===== src/rtl/adc_pkg.sv =====
// Shared definitions for the ADC front end: default widths, the result
// routing action used by the output register, and the accumulator-to-output
// scaling helper.
package adc_pkg;

    localparam int ADC_W_DEF  = 14;
    localparam int OUT_W_DEF  = 16;
    localparam int DROP_CNT_W = 16;

    // What the output register does with a freshly produced result.
    typedef enum logic [1:0] {
        RES_NONE,   // no result this cycle
        RES_LOAD,   // output slot free or being accepted: take the result
        RES_DROP    // output slot held by a stalled consumer: discard
    } res_action_e;

    // Shift between the accumulator (sum_w bits) and the output word.
    // Positive: shift left by that many bits; negative: arithmetic shift
    // right by its magnitude, dropping the low bits.
    function automatic int scale_shift(input int out_w, input int sum_w);
        return out_w - sum_w;
    endfunction

endpackage


===== src/rtl/adc_decimator.sv =====
// Boxcar decimator: sums 2^DECIM_LOG2 offset-corrected samples, then emits
// one scaled result and starts a fresh group. Only valid input samples
// advance the group, so gaps in the sample stream are harmless.
module adc_decimator
    import adc_pkg::*;
#(
    parameter int ADC_W      = ADC_W_DEF,
    parameter int OUT_W      = OUT_W_DEF,
    parameter int DECIM_LOG2 = 0
) (
    input  logic                    clk,
    input  logic                    rst_n,
    input  logic                    in_valid_i,
    input  logic signed [ADC_W:0]   in_diff_i,
    output logic                    res_valid_o,
    output logic signed [OUT_W-1:0] res_data_o
);

    localparam int SW    = ADC_W + 1 + DECIM_LOG2;
    localparam int SHIFT = scale_shift(OUT_W, SW);
    localparam int CNT_W = (DECIM_LOG2 > 0) ? DECIM_LOG2 : 1;
    localparam logic [CNT_W-1:0] CNT_LAST = CNT_W'((1 << DECIM_LOG2) - 1);

    logic signed [SW-1:0]    sum_q, sum_d;
    logic signed [SW-1:0]    diff_ext;
    logic signed [SW-1:0]    sum_next;
    logic [CNT_W-1:0]        cnt_q, cnt_d;
    logic                    res_valid_q, res_valid_d;
    logic signed [OUT_W-1:0] res_data_q, res_data_d;
    logic signed [OUT_W-1:0] scaled;

    // Sign-extend the incoming difference to the accumulator width.
    if (DECIM_LOG2 == 0) begin : g_ext_none
        assign diff_ext = in_diff_i;
    end else begin : g_ext_sign
        assign diff_ext = {{DECIM_LOG2{in_diff_i[ADC_W]}}, in_diff_i};
    end

    assign sum_next = sum_q + diff_ext;

    // Map the completed group sum onto the output word.
    if (SHIFT >= 0) begin : g_scale_up
        assign scaled = OUT_W'(sum_next) << SHIFT;
    end else begin : g_scale_down
        assign scaled = OUT_W'(sum_next >>> (-SHIFT));
    end

    // Next-state for the running sum, group counter and result strobe.
    always_comb begin
        // NOTE: every variable gets a default before any branch, so no path
        // leaves one unassigned and no latch is inferred.
        sum_d       = sum_q;
        cnt_d       = cnt_q;
        res_valid_d = 1'b0;
        res_data_d  = res_data_q;
        if (in_valid_i) begin
            if (cnt_q == CNT_LAST) begin
                sum_d       = '0;
                cnt_d       = '0;
                res_valid_d = 1'b1;
                res_data_d  = scaled;
            end else begin
                sum_d = sum_next;
                cnt_d = cnt_q + CNT_W'(1);
            end
        end
    end

    // Control state with synchronous reset: a partial group is discarded.
    always_ff @(posedge clk) begin
        // NOTE: non-blocking assignments, so every register samples values
        // from before this edge regardless of statement order.
        if (!rst_n) begin
            sum_q       <= '0;
            cnt_q       <= '0;
            res_valid_q <= 1'b0;
        end else begin
            sum_q       <= sum_d;
            cnt_q       <= cnt_d;
            res_valid_q <= res_valid_d;
        end
    end

    // Result payload, only meaningful while res_valid_q is set.
    always_ff @(posedge clk) begin
        // NOTE: payload registers are deliberately left out of reset; their
        // qualifying valid bit is reset, which is all correctness needs.
        res_data_q <= res_data_d;
    end

    assign res_valid_o = res_valid_q;
    assign res_data_o  = res_data_q;

endmodule


===== src/rtl/adc_frontend.sv =====
// ADC front end: captures raw ADC codes, normalises format and bit order,
// subtracts a DC offset, decimates, and presents results through a
// valid/ready output register that counts results lost to back-pressure.
// A stretched overrange flag reports clipped input codes.
module adc_frontend
    import adc_pkg::*;
#(
    parameter int ADC_W         = ADC_W_DEF,
    parameter int OUT_W         = OUT_W_DEF,
    parameter int DECIM_LOG2    = 0,
    parameter int OFFSET_BINARY = 0,
    parameter int BIT_REVERSE   = 0,
    parameter int OVR_HOLD      = 1023
) (
    input  logic                    clk,
    input  logic                    rst_n,
    input  logic [ADC_W-1:0]        adc_data,
    input  logic                    adc_en,
    input  logic signed [ADC_W-1:0] cfg_offset,
    output logic signed [OUT_W-1:0] o_data,
    output logic                    o_valid,
    input  logic                    o_ready,
    output logic                    ovr,
    output logic [DROP_CNT_W-1:0]   drop_cnt
);

    localparam logic [ADC_W-1:0] MSB_ONLY = {1'b1, {(ADC_W-1){1'b0}}};
    localparam logic [ADC_W-1:0] CODE_MIN = (OFFSET_BINARY != 0) ? '0 : MSB_ONLY;
    localparam logic [ADC_W-1:0] CODE_MAX = (OFFSET_BINARY != 0) ? '1 : ~MSB_ONLY;
    localparam int               HOLD_W   = (OVR_HOLD > 0) ? $clog2(OVR_HOLD + 1) : 1;
    localparam logic [HOLD_W-1:0] HOLD_LOAD = HOLD_W'(OVR_HOLD);

    // ---------------- stage 1: pin capture ----------------
    logic [ADC_W-1:0] pins_ord;
    logic             s1_valid_q;
    logic [ADC_W-1:0] s1_code_q;

    if (BIT_REVERSE != 0) begin : g_rev
        for (genvar i = 0; i < ADC_W; i++) begin : g_bit
            assign pins_ord[i] = adc_data[ADC_W-1-i];
        end
    end else begin : g_norev
        assign pins_ord = adc_data;
    end

    // Stage-1 valid flag: set only on strobed edges.
    always_ff @(posedge clk) begin
        if (!rst_n) s1_valid_q <= 1'b0;
        else        s1_valid_q <= adc_en;
    end

    // Stage-1 code, captured on strobed edges.
    always_ff @(posedge clk) begin
        if (adc_en) s1_code_q <= pins_ord;
    end

    // ---------------- stage 2: format and offset ----------------
    logic signed [ADC_W-1:0] s1_sample;
    logic signed [ADC_W:0]   diff;
    logic                    s2_valid_q;
    logic signed [ADC_W:0]   s2_diff_q;

    // Offset-binary becomes two's complement by flipping the MSB. One extra
    // bit of headroom makes sample - offset exact for every input pair.
    assign s1_sample = (OFFSET_BINARY != 0) ? (s1_code_q ^ MSB_ONLY) : s1_code_q;
    assign diff      = {s1_sample[ADC_W-1], s1_sample} - {cfg_offset[ADC_W-1], cfg_offset};

    // Stage-2 valid flag follows stage 1 by one edge.
    always_ff @(posedge clk) begin
        if (!rst_n) s2_valid_q <= 1'b0;
        else        s2_valid_q <= s1_valid_q;
    end

    // Stage-2 difference, using the offset present on this very edge.
    always_ff @(posedge clk) begin
        if (s1_valid_q) s2_diff_q <= diff;
    end

    // ---------------- stage 3: decimation ----------------
    logic                    res_valid;
    logic signed [OUT_W-1:0] res_data;

    adc_decimator #(
        .ADC_W      (ADC_W),
        .OUT_W      (OUT_W),
        .DECIM_LOG2 (DECIM_LOG2)
    ) u_decimator (
        .clk         (clk),
        .rst_n       (rst_n),
        .in_valid_i  (s2_valid_q),
        .in_diff_i   (s2_diff_q),
        .res_valid_o (res_valid),
        .res_data_o  (res_data)
    );

    // ---------------- output register ----------------
    res_action_e             action;
    logic                    o_valid_q, o_valid_d;
    logic signed [OUT_W-1:0] o_data_q, o_data_d;
    logic [DROP_CNT_W-1:0]   drop_cnt_q, drop_cnt_d;

    // Route each new result (load or drop) and retire accepted data.
    always_comb begin
        action     = RES_NONE;
        o_valid_d  = o_valid_q;
        o_data_d   = o_data_q;
        drop_cnt_d = drop_cnt_q;
        if (res_valid) begin
            action = (!o_valid_q || o_ready) ? RES_LOAD : RES_DROP;
        end
        case (action)
            RES_LOAD: begin
                o_valid_d = 1'b1;
                o_data_d  = res_data;
            end
            RES_DROP: begin
                if (drop_cnt_q != '1) drop_cnt_d = drop_cnt_q + DROP_CNT_W'(1);
            end
            default: begin
                if (o_valid_q && o_ready) o_valid_d = 1'b0;
            end
        endcase
    end

    // Output register and drop counter; reset wins over any load or accept.
    always_ff @(posedge clk) begin
        if (!rst_n) begin
            o_valid_q  <= 1'b0;
            o_data_q   <= '0;
            drop_cnt_q <= '0;
        end else begin
            o_valid_q  <= o_valid_d;
            o_data_q   <= o_data_d;
            drop_cnt_q <= drop_cnt_d;
        end
    end

    // ---------------- overrange stretch ----------------
    logic              ovr_hit;
    logic [HOLD_W-1:0] hold_q, hold_d;

    assign ovr_hit = s1_valid_q && ((s1_code_q == CODE_MIN) || (s1_code_q == CODE_MAX));

    // Hold counter: reload on every clipped code, otherwise count down to 0.
    always_comb begin
        hold_d = hold_q;
        if (ovr_hit)           hold_d = HOLD_LOAD;
        else if (hold_q != '0) hold_d = hold_q - HOLD_W'(1);
    end

    // Hold counter register.
    always_ff @(posedge clk) begin
        if (!rst_n) hold_q <= '0;
        else        hold_q <= hold_d;
    end

    assign ovr      = (hold_q != '0);
    assign o_valid  = o_valid_q;
    assign o_data   = o_data_q;
    assign drop_cnt = drop_cnt_q;

endmodule

===== config.mk =====
export PLATFORM = sky130hd
export DESIGN_NAME = adc_frontend
export DESIGN_NICKNAME = d
export VERILOG_FILES = /design/src/rtl/adc_pkg.sv /design/src/rtl/adc_decimator.sv /design/src/rtl/adc_frontend.sv
export SDC_FILE = /design/constraint.sdc
export NUM_CORES = 1
export LEC_CHECK = 0
export ABC_CLOCK_PERIOD_IN_PS = 2700
export CAP_MARGIN = 20
export CORE_MARGIN = 2
export CORE_UTILIZATION = 53
export CTS_CLUSTER_SIZE = 16
export DETAILED_ROUTE_END_ITERATION = 6
export PLACE_DENSITY = 0.76
export SKIP_CTS_REPAIR_TIMING = 1
export SYNTH_ARGS = -nofsm -noshare
export SYNTH_HDL_FRONTEND = slang
export SYNTH_HIERARCHICAL = 1
export SYNTH_SLANG_ARGS = --single-unit

===== constraint.sdc =====
create_clock -name clk -period 2.7 [get_ports clk]
set_clock_uncertainty 0.1 [all_clocks]
set_input_delay 0.405 -clock clk [delete_from_list [all_inputs] [get_ports clk]]
set_output_delay 0.405 -clock clk [all_outputs]
set_load 0.1 [all_outputs]

=== Word level (Yosys, flattened, before mapping) ===
Index checks and enable logic that the tools add are counted.

* Reduce and logical (&&, ||, !) cells: 12
* Bitwise gates (word level): 2
* Equal/unequal tests: 5
* $add $sub $neg: 5
* Multiplexer cells: 9

{| class="wikitable"
|+ Operators by type and width
! kind !! number
|-
| two-way mux 10 bit || 2
|-
| adder 16 x 1 -> 16 bit, second input constant || 1
|-
| inequality test 16 bit, second input constant || 1
|-
| adder 15 bit || 1
|-
| two-way mux 15 bit || 1
|-
| subtractor 14 x 14 -> 15 bit || 1
|-
| == test 14 x 13 -> 1 bit, second input constant || 1
|-
| == test 14 bit, second input constant || 1
|-
| nonzero test 10 bit || 1
|-
| subtractor 10 x 1 -> 10 bit, second input constant || 1
|-
| AND reduction 2 bit || 4
|-
| two-way mux 2 bit || 2
|-
| nonzero test 2 bit || 2
|-
| two-way mux 1 bit || 3
|-
| == test 2 x 1 -> 1 bit, second input constant || 1
|-
| == test 2 bit, second input constant || 1
|-
| logical AND 1 bit || 2
|-
| logical OR 1 bit || 2
|-
| inverter 1 bit || 2
|-
| one-hot mux 1 bit (2 select lines) || 1
|-
| adder 1 bit, second input constant || 1
|-
| logical NOT 1 bit || 1
|}

* Register bits: 105
* Logic and storage cells: 45
* Output and inout bits: 34

=== Depth between registers and ports, before layout ===
* Depth after elaboration: 7
* Mapped depth: 8

=== Cells and area by module ===
The synthesis kept the hierarchy.

{| class="wikitable"
|+ By module, submodules not included
! module !! area each (um^2) !! cells each !! instances !! sequential area each (um^2)
|-
| adc_frontend || 3608.5 || 384 || 1 || 1771.7
|-
| adc_decimator || 488.0 || 19 || 1 || 470.5
|}

=== Least setup slack after synthesis ===
Ideal clock, no wire load.

* Path kind: reg-to-reg
* Start: register drop_cnt_q[0] (netlist: drop_cnt[0])
* End: register drop_cnt_q[14] (netlist: drop_cnt[14])
* Library setup time: 117 ps
* Cell stages (with the launch flop): 7
* Path slack: 14 ps
* Required time: 2483 ps
* Arrival time: 2469 ps
* Clock period less this slack: 2686 ps
* Path buffers: 0
* Cell sequence: dfxtp_1 ha_1 nand3_1 or2_2 nor4_2 a31oi_1 a41o_1

* Word-level cells in the longest chain between the ends: 2

{| class="wikitable"
|+ RTL lines
! element !! RTL line !! text
|-
| start, declared || adc_frontend.sv:100 || <nowiki>logic [DROP_CNT_W-1:0] drop_cnt_q, drop_cnt_d;</nowiki>
|-
| start signal, assigned || adc_frontend.sv:134 || <nowiki>drop_cnt_q <= drop_cnt_d;</nowiki>
|-
| parallel branches: the longest is 2 deep, another holds adder 16 x 1 -> 16 bit || n/a ||
|}

Several ways; the timed one is not identified.
A chain may end at the register's enable or synchronous reset.

=== Final worst setup path ===
* Start: register hold_q[0]
* End: output port ovr

* Word-level cells in the longest chain between the ends: 1

{| class="wikitable"
|+ RTL lines
! element !! RTL line !! text
|-
| start, declared || adc_frontend.sv:140 || <nowiki>logic [HOLD_W-1:0] hold_q, hold_d;</nowiki>
|-
| start signal, assigned || adc_frontend.sv:154 || <nowiki>else hold_q <= hold_d;</nowiki>
|-
| nonzero test 10 bit || adc_frontend.sv:157 || <nowiki>assign ovr = (hold_q != '0);</nowiki>
|-
| end, declared || adc_frontend.sv:23 || <nowiki>output logic ovr,</nowiki>
|}

Every way passes these cells.

==> impl_metrics.sql <==
INSERT INTO impl_metrics (metric_group, metric, value, unit) VALUES
('outcome', 'status', 'finished clean', ''),
('power', 'total_power', '3.26', 'mW'),
('setup_path', 'setup.reg_to_reg.worst_slack', '0.25', 'ns'),
('setup_path', 'worst_endpoint_data_arrival_time', '2.12', 'ns'),
('flow_run', 'maxCapViolCount', '0', ''),
('placed_design', 'last_weighted_congestion_value_of_the_routability_driven_placer', '0.879', ''),
('synthesis', 'synth-seq-cells', '90', ''),
('routing', 'drtPass1Iterations', '4', ''),
('power', 'p_seq_share', '49.4', '%'),
('placed_design', 'port_buffers', '65', ''),
('setup_path', 'crit_chain', 'inv_1 > ha_2 > or3b_2 > or3_4 > buf_12', ''),
('timing', 'timing.final.max_slew_violations', '0', ''),
('placed_design', 'hpwl', '5.82', 'mm'),
('clocking', 'clock_tree.root_cell', 'sky130_fd_sc_hd__clkbuf_8', ''),
('routing', 'route.detailed.wl_per_inst', '13.2', 'um'),
('clocking', 'ctsHtreeMaxLevel', '3', ''),
('routing', 'post-route-drc-count', '0', ''),
('cells_and_area', 'finish.net_count', '530', ''),
('grt', 'initial_antenna_violation_count', '0', ''),
('clocking', 'clk_path_buf_depth', '2', ''),
('power', 'combinationalPowerShare', '25.6', '%'),
('timing', 'worst_pin_slew', '0.633', 'ns'),
('cells_and_area', 'design_area', '5050', 'um2'),
('synthesis', 'yosys.area.top_type', 'sky130_fd_sc_hd__edfxtp_1', ''),
('cells_and_area', 'layout.filler_cells', '641', ''),
('timing', 'hold_viol', '0', ''),
('synthesis', 'synth_top_flop_cell', 'sky130_fd_sc_hd__dfxtp_1', ''),
('synthesis', 'yosysUniqueCellTypes', '55', ''),
('synthesis', 'synth_top_area_share', '32.3', '%'),
('timing', 'final.period_utilization', '97.3', '%'),
('placed_design', 'detailedPlace.worstSlack', '-0.192', 'ns'),
('die', 'core_ar', '7610', 'um2'),
('synthesis', 'synth_fp_nets', '452', ''),
('die', 'ioPinCount', '66', ''),
('synthesis', 'yosys-top-cells-area', 'sky130_fd_sc_hd__edfxtp_1 32%, sky130_fd_sc_hd__dfxtp_1 22%, sky130_fd_sc_hd__ha_1 4.9%', ''),
('die', 'die_width', '91.9', 'um'),
('cells_and_area', 'area_growth_syn_to_layout', '23.3', '%'),
('power', 'switching_power', '1.00', 'mW'),
('cells_and_area', 'post_route_cells_drive_above_1_share', '14.0', '%'),
('setup_path', 'critPathCaptureType', 'output pin', ''),
('grt', 'largest_net_degree_at_the_start_of_global_routing', '32', ''),
('power', 'peakVddDrop', '0.370', 'mV'),
('timing', 'post-route-worst-setup-slack', '0.0722', 'ns'),
('grt', 'first_global_vias', '3013', ''),
('timing', 'max_clock_freq', '381', 'MHz'),
('timing', 'slew_headroom', '57.7', '%'),
('setup_path', 'timing.critical_path.buf_inv', '2', ''),
('clocking', 'numCtsBuffers', '9', ''),
('setup_path', 'setup.worst_path.class', 'reg -> out', ''),
('routing', 'detailroute.via_count', '3176', ''),
('placed_design', 'postPlaceCellArea', '4870', 'um2'),
('power', 'power.density', '645', 'nW/um2'),
('die', 'rows', '32', ''),
('grt', 'overall_track_demand_over_capacity_in_global_routing', '19.6', '%'),
('routing', 'drt_iter0_drc', '144', ''),
('power', 'intPower', '2.26', 'mW'),
('synthesis', 'synth-edff-count', '44', ''),
('cells_and_area', 'antenna_cells', '0', ''),
('setup_path', 'timing.critical_path.required', '2.19', 'ns'),
('setup_path', 'slowest_delay', '0.51', 'ns'),
('synthesis', 'post_synthesis_cell_area', '4100', 'um2'),
('power', 'power.leakage', '1.97', 'nW'),
('die', 'fp.dieArea', '8450', 'um2'),
('synthesis', 'synthesis.area_per_instance', '10.2', 'um2'),
('timing', 'finalSetupTns', '0', 'ns'),
('routing', 'route.detailed.vias_per_inst', '5.40', ''),
('clocking', 'clk_pin_slew_worst_paths', '0.08', 'ns'),
('setup_path', 'critical_path_peak_fanout', '5', ''),
('die', 'die-height', '91.9', 'um'),
('grt', 'grt_pass1_wl', '13.3', 'mm'),
('timing', 'setup_viol', '0', '');
==> power by group through the flow <==
stage	clock network [mW]	registers (mW)	logic [mW]
2_1_floorplan	0	1.66	0.546
3_3_place_gp	0	1.64	0.781
3_5_place_dp	0	1.64	0.811
4_1_cts	0.834	1.61	0.815
5_1_grt	0.892	1.62	0.918
6_report	0.817	1.61	0.833
==> per-layer routing <==
layer	GRT usage, %	wire length [um]	vias up
met5	0	0	-
met4	8.71	140	0
met3	3.86	372	12
met2	31.1	3610	92
met1	26.3	3640	1463
li1	-	-	1609
==> cells in the mapped netlist, types with 4 or more instances <==
cell type / instances
sky130_fd_sc_hd__o21a_1: 4
sky130_fd_sc_hd__clkbuf_1: 10
sky130_fd_sc_hd__o21ai_0: 8
sky130_fd_sc_hd__and2_1: 4
sky130_fd_sc_hd__mux2i_1: 4
sky130_fd_sc_hd__nand2_1: 53
sky130_fd_sc_hd__nand3_1: 7
sky130_fd_sc_hd__nor4_1: 5
sky130_fd_sc_hd__nor2b_1: 4
sky130_fd_sc_hd__dfxtp_1: 46
sky130_fd_sc_hd__xnor2_1: 12
sky130_fd_sc_hd__xor2_1: 7
sky130_fd_sc_hd__a31oi_1: 5
sky130_fd_sc_hd__inv_1: 27
sky130_fd_sc_hd__nor2_1: 30
sky130_fd_sc_hd__nor3_1: 10
sky130_fd_sc_hd__or3_1: 8
sky130_fd_sc_hd__nand2b_1: 6
sky130_fd_sc_hd__ha_1: 16
sky130_fd_sc_hd__nand4_1: 7
sky130_fd_sc_hd__edfxtp_1: 44
sky130_fd_sc_hd__a21oi_1: 38
==> cells by family (layout without fill, tap and decap cells) <==
family	count (synthesis)	after routing	share of synthesized area, %
AND/OR/NAND/NOR	151	151	18.2
flip-flops	90	90	54.7
AO/OA/AOI/OAI	81	81	12.7
buffers and inverters	40	123	3.79
XOR/XNOR	19	19	4.06
adder cells (fa/ha/maj)	17	17	5.38
multiplexers	4	4	0.977
other	1	1	0.0915
==> worst paths after layout <==
path,startpoint,end,cells after the start
max,hold_q[0],ovr,5
min,s2_diff_q[2],u_decimator/res_data_o[3],0
max reg2reg,s1_code_q[0],s2_diff_q[8],8
min reg2reg,s2_diff_q[2],u_decimator/res_data_o[3],0
==> worst register-to-register path, stage by stage, from the launching register on <==
cell	delay, ns
sky130_fd_sc_hd__edfxtp_1	0.38
sky130_fd_sc_hd__inv_1	0.05
sky130_fd_sc_hd__ha_1	0.21
sky130_fd_sc_hd__fa_1	0.41
sky130_fd_sc_hd__nor2b_1	0.18
sky130_fd_sc_hd__o2111ai_1	0.18
sky130_fd_sc_hd__a21boi_0	0.32
sky130_fd_sc_hd__nor4_1	0.08
sky130_fd_sc_hd__a311o_1	0.32
==> registers in the layout (all words and copies together), names as in the netlist <==
name and flops:
s2_valid_q 1, u_decimator/res_data_o 15, s1_valid_q 1, o_data 16, u_decimator/res_valid_o 1, s2_diff_q 15
drop_cnt 16, hold_q 10, o_valid 1, s1_code_q 14
==> through the flow <==
stage                     hold WS, ns  std cells
final                           0.315        588
after global routing            0.333        588
after CTS                       0.319        588
after detailed placement        0.305        572
after global placement          0.303        572
after floorplan                 0.300        403
==> area by class of cell <==
cell class                      count  share of cell area (%)
Sequential cell                    90                    44.4
Multi-Input combinational cell    273                    33.8
Timing Repair Buffer               80                    13.9
Clock buffer                       10                    2.53
Tap cell                          102                    2.53
Inverter                           27                    2.01
Clock inverter                      6                   0.842
==> placed cells by master (no fill, tap or decap), types with 7 or more instances in the layout <==
cell type                         netlist  final
sky130_fd_sc_hd__dfxtp_1               46     46
sky130_fd_sc_hd__inv_1                 27     27
sky130_fd_sc_hd__buf_4                  1     47
sky130_fd_sc_hd__ha_1                  16     15
sky130_fd_sc_hd__nand3_1                7      7
sky130_fd_sc_hd__or3_1                  8      7
sky130_fd_sc_hd__o21ai_0                8      8
sky130_fd_sc_hd__clkbuf_8               0      9
sky130_fd_sc_hd__a21oi_1               38     38
sky130_fd_sc_hd__clkdlybuf4s50_1        0     31
sky130_fd_sc_hd__nand2_1               53     53
sky130_fd_sc_hd__nor3_1                10     10
sky130_fd_sc_hd__xnor2_1               12     12
sky130_fd_sc_hd__xor2_1                 7      7
sky130_fd_sc_hd__edfxtp_1              44     44
sky130_fd_sc_hd__nor2_1                30     30
sky130_fd_sc_hd__nand4_1                7      7
Power figures use the tool's default switching activity.
==> patch: new RTL, same settings <==
Reset style: asynchronous (`rst_n`), changed in 5 clocked blocks. Comments in the files are not updated.
--- a/src/rtl/adc_decimator.sv
+++ b/src/rtl/adc_decimator.sv
@@ -67,7 +67,7 @@
     end
 
     // Control state with synchronous reset: a partial group is discarded.
-    always_ff @(posedge clk) begin
+    always_ff @(posedge clk or negedge rst_n) begin
         // NOTE: non-blocking assignments, so every register samples values
         // from before this edge regardless of statement order.
         if (!rst_n) begin
--- a/src/rtl/adc_frontend.sv
+++ b/src/rtl/adc_frontend.sv
@@ -44,7 +44,7 @@
     end
 
     // Stage-1 valid flag: set only on strobed edges.
-    always_ff @(posedge clk) begin
+    always_ff @(posedge clk or negedge rst_n) begin
         if (!rst_n) s1_valid_q <= 1'b0;
         else        s1_valid_q <= adc_en;
     end
@@ -66,7 +66,7 @@
     assign diff      = {s1_sample[ADC_W-1], s1_sample} - {cfg_offset[ADC_W-1], cfg_offset};
 
     // Stage-2 valid flag follows stage 1 by one edge.
-    always_ff @(posedge clk) begin
+    always_ff @(posedge clk or negedge rst_n) begin
         if (!rst_n) s2_valid_q <= 1'b0;
         else        s2_valid_q <= s1_valid_q;
     end
@@ -123,7 +123,7 @@
     end
 
     // Output register and drop counter; reset wins over any load or accept.
-    always_ff @(posedge clk) begin
+    always_ff @(posedge clk or negedge rst_n) begin
         if (!rst_n) begin
             o_valid_q  <= 1'b0;
             o_data_q   <= '0;
@@ -149,7 +149,7 @@
     end
 
     // Hold counter register.
-    always_ff @(posedge clk) begin
+    always_ff @(posedge clk or negedge rst_n) begin
         if (!rst_n) hold_q <= '0;
         else        hold_q <= hold_d;
     end
Function: differs if rst_n is asserted again (counterexample within 4 cycles, from zero or initial values and one cycle with rst_n low); with rst_n held inactive, the same outputs for 10 cycles.
==> patch against the original RTL <==
Sequential cell count is the same; via count fell by 15%; area after synthesis unchanged; critical endpoint is now s2_diff_q[14]; critical path depth rose by 4; setup slack improved by 160 ps; highest routed layer unchanged; design area shrank 0.67%; total power up 26%; wire length down 13%; count of clock-buffer cells in the layout is 1 lower.
==> patch: results (changes against the original RTL) <==
Synth
  – Ranking of synthesized cells by area: edfxtp_1 32%, dfrtp_1 28%, ha_1 4.9% (was edfxtp_1 32%, dfxtp_1 22%, ha_1 4.9%)
  – Synth Flop Type: dfrtp_1 (was dfxtp_1)
  – Distinct cells, synth: 52 (was 55)
  – Synth async-reset ratio: 51.11% (was 0%)
  – Synth top cells by count: 46 x dfrtp_1, 44 x edfxtp_1, 31 x nand2_1 (was 53 x nand2_1, 46 x dfxtp_1, 44 x edfxtp_1)
  – Multiplexer area fraction after synthesis: 4.918% (was 0.9774%)
  – Compound-cell area share of the yosys netlist: 7.453% (was 12.74%)
  – Post-synthesis xor/xnor area fraction: 5.559% (was 4.062%)
  – Mapped Nets: 378 (was 452)
  – Post-Syn Instances: 329 (was 403)

Global routing
  – First-pass GRT wire length: 11,690 µm (was 13,340 µm)
  – Met1 GRT Util: 23.30% (was 26.27%)
  – M2 GR Usage: 27.94% (was 31.07%)
  – Met3 Use GR: 4.766% (was 3.862%)
  – GR Util All Layers: 17.53% (was 19.61%)

Worst setup path
  – CP peak stage delay: 420 ps (was 510 ps)
  – Critical path launch point: cfg_offset[0] (was hold_q[0])
  – CP arrival: 2460 ps (was 2120 ps)
  – Reg-to-reg critical path endpoint: s2_diff_q[14] (was s2_diff_q[8])
  – Max FO, Critical Path: 3 (was 5)
  – Kind of cell adding the most delay to the critical path: compound AO/OA/AOI/OAI gates (was simple AND/OR/NAND/NOR gates)
  – Worst R2R Path Depth: 9 (was 8)
  – Worst Setup EP: s2_diff_q[14] (was ovr)

Cells and area
  – Inverters: 22 (was 27)
  – Area grow syn2layout: 22.48% (was 23.30%)
  – Share of layout cells above drive strength 1: 20.19% (was 13.99%)
  – Filler cells: 594 (was 641)
  – Bufs w/o clock: 74 (was 80)
  – Non-filler cells, final: 518 (was 588)
  – Register area: 2472 µm² (was 2242 µm²)
  – Fin nets: 460 (was 530)

Placement
  – Placed Instances: 502 (was 572)
  – Post-DP Area: 4837 µm² (was 4873 µm²)
  – HPWL after detailed placement: 5162 µm (was 5820 µm)
  – RD Place Congestion: 0.8871 (was 0.8788)

Drt
  – Drt wl/cell: 13.08 µm (was 13.20 µm)
  – DRC violation total after the first TritonRoute iteration: 80 (was 144)

Timing
  – Hold_ws: 22.57 ps (was 315.2 ps)

Pwr
  – P_leak: 0.002164 µW (was 0.001975 µW)
  – Internal power: 2484 µW (was 2255 µW)
  – Max IR drop VDD: 0.0003285 V (was 0.0003705 V)

Outcome
  – Status: finished clean (unchanged)
==> patch: cell types whose count changed after synthesis, sizes merged, moves of 4 or more <==
| cell | change |
|---|---|
| dfrtp | +46 |
| dfxtp | -46 |
| a21oi | -23 |
| nand2 | -22 |
| mux2 | +17 |
| nor2 | -11 |
| clkbuf | -10 |
| or3 | -7 |
| inv | -5 |
| o21ai | -4 |
| xnor2 | +4 |
==> patch: cells by family after synthesis <==
group           Yosys count
compound gates           46
xor+xnor                 26
fa+ha+maj                17
buf+inv                  25
flops                    90
mux                      18
other cells               1
simple gates            106
==> patch: per-layer routing <==
layer / vias to the layer above / part of all wire [%]
li1: 1350 / -
met1: 1256 / 46
met2: 75 / 47
met3: 4 / 5.8
met4: 0 / 0.78
met5: - / 0
==> patch: power groups by stage <==
stage	Sequential [µW]	Combinational, µW	Clock [µW]
2_1_floorplan	2470	504	0
3_5_place_dp	1910	1430	0
3_3_place_gp	1900	1400	0
4_1_cts	1880	1430	832
5_1_grt	1920	1530	904
6_report	1880	1420	801
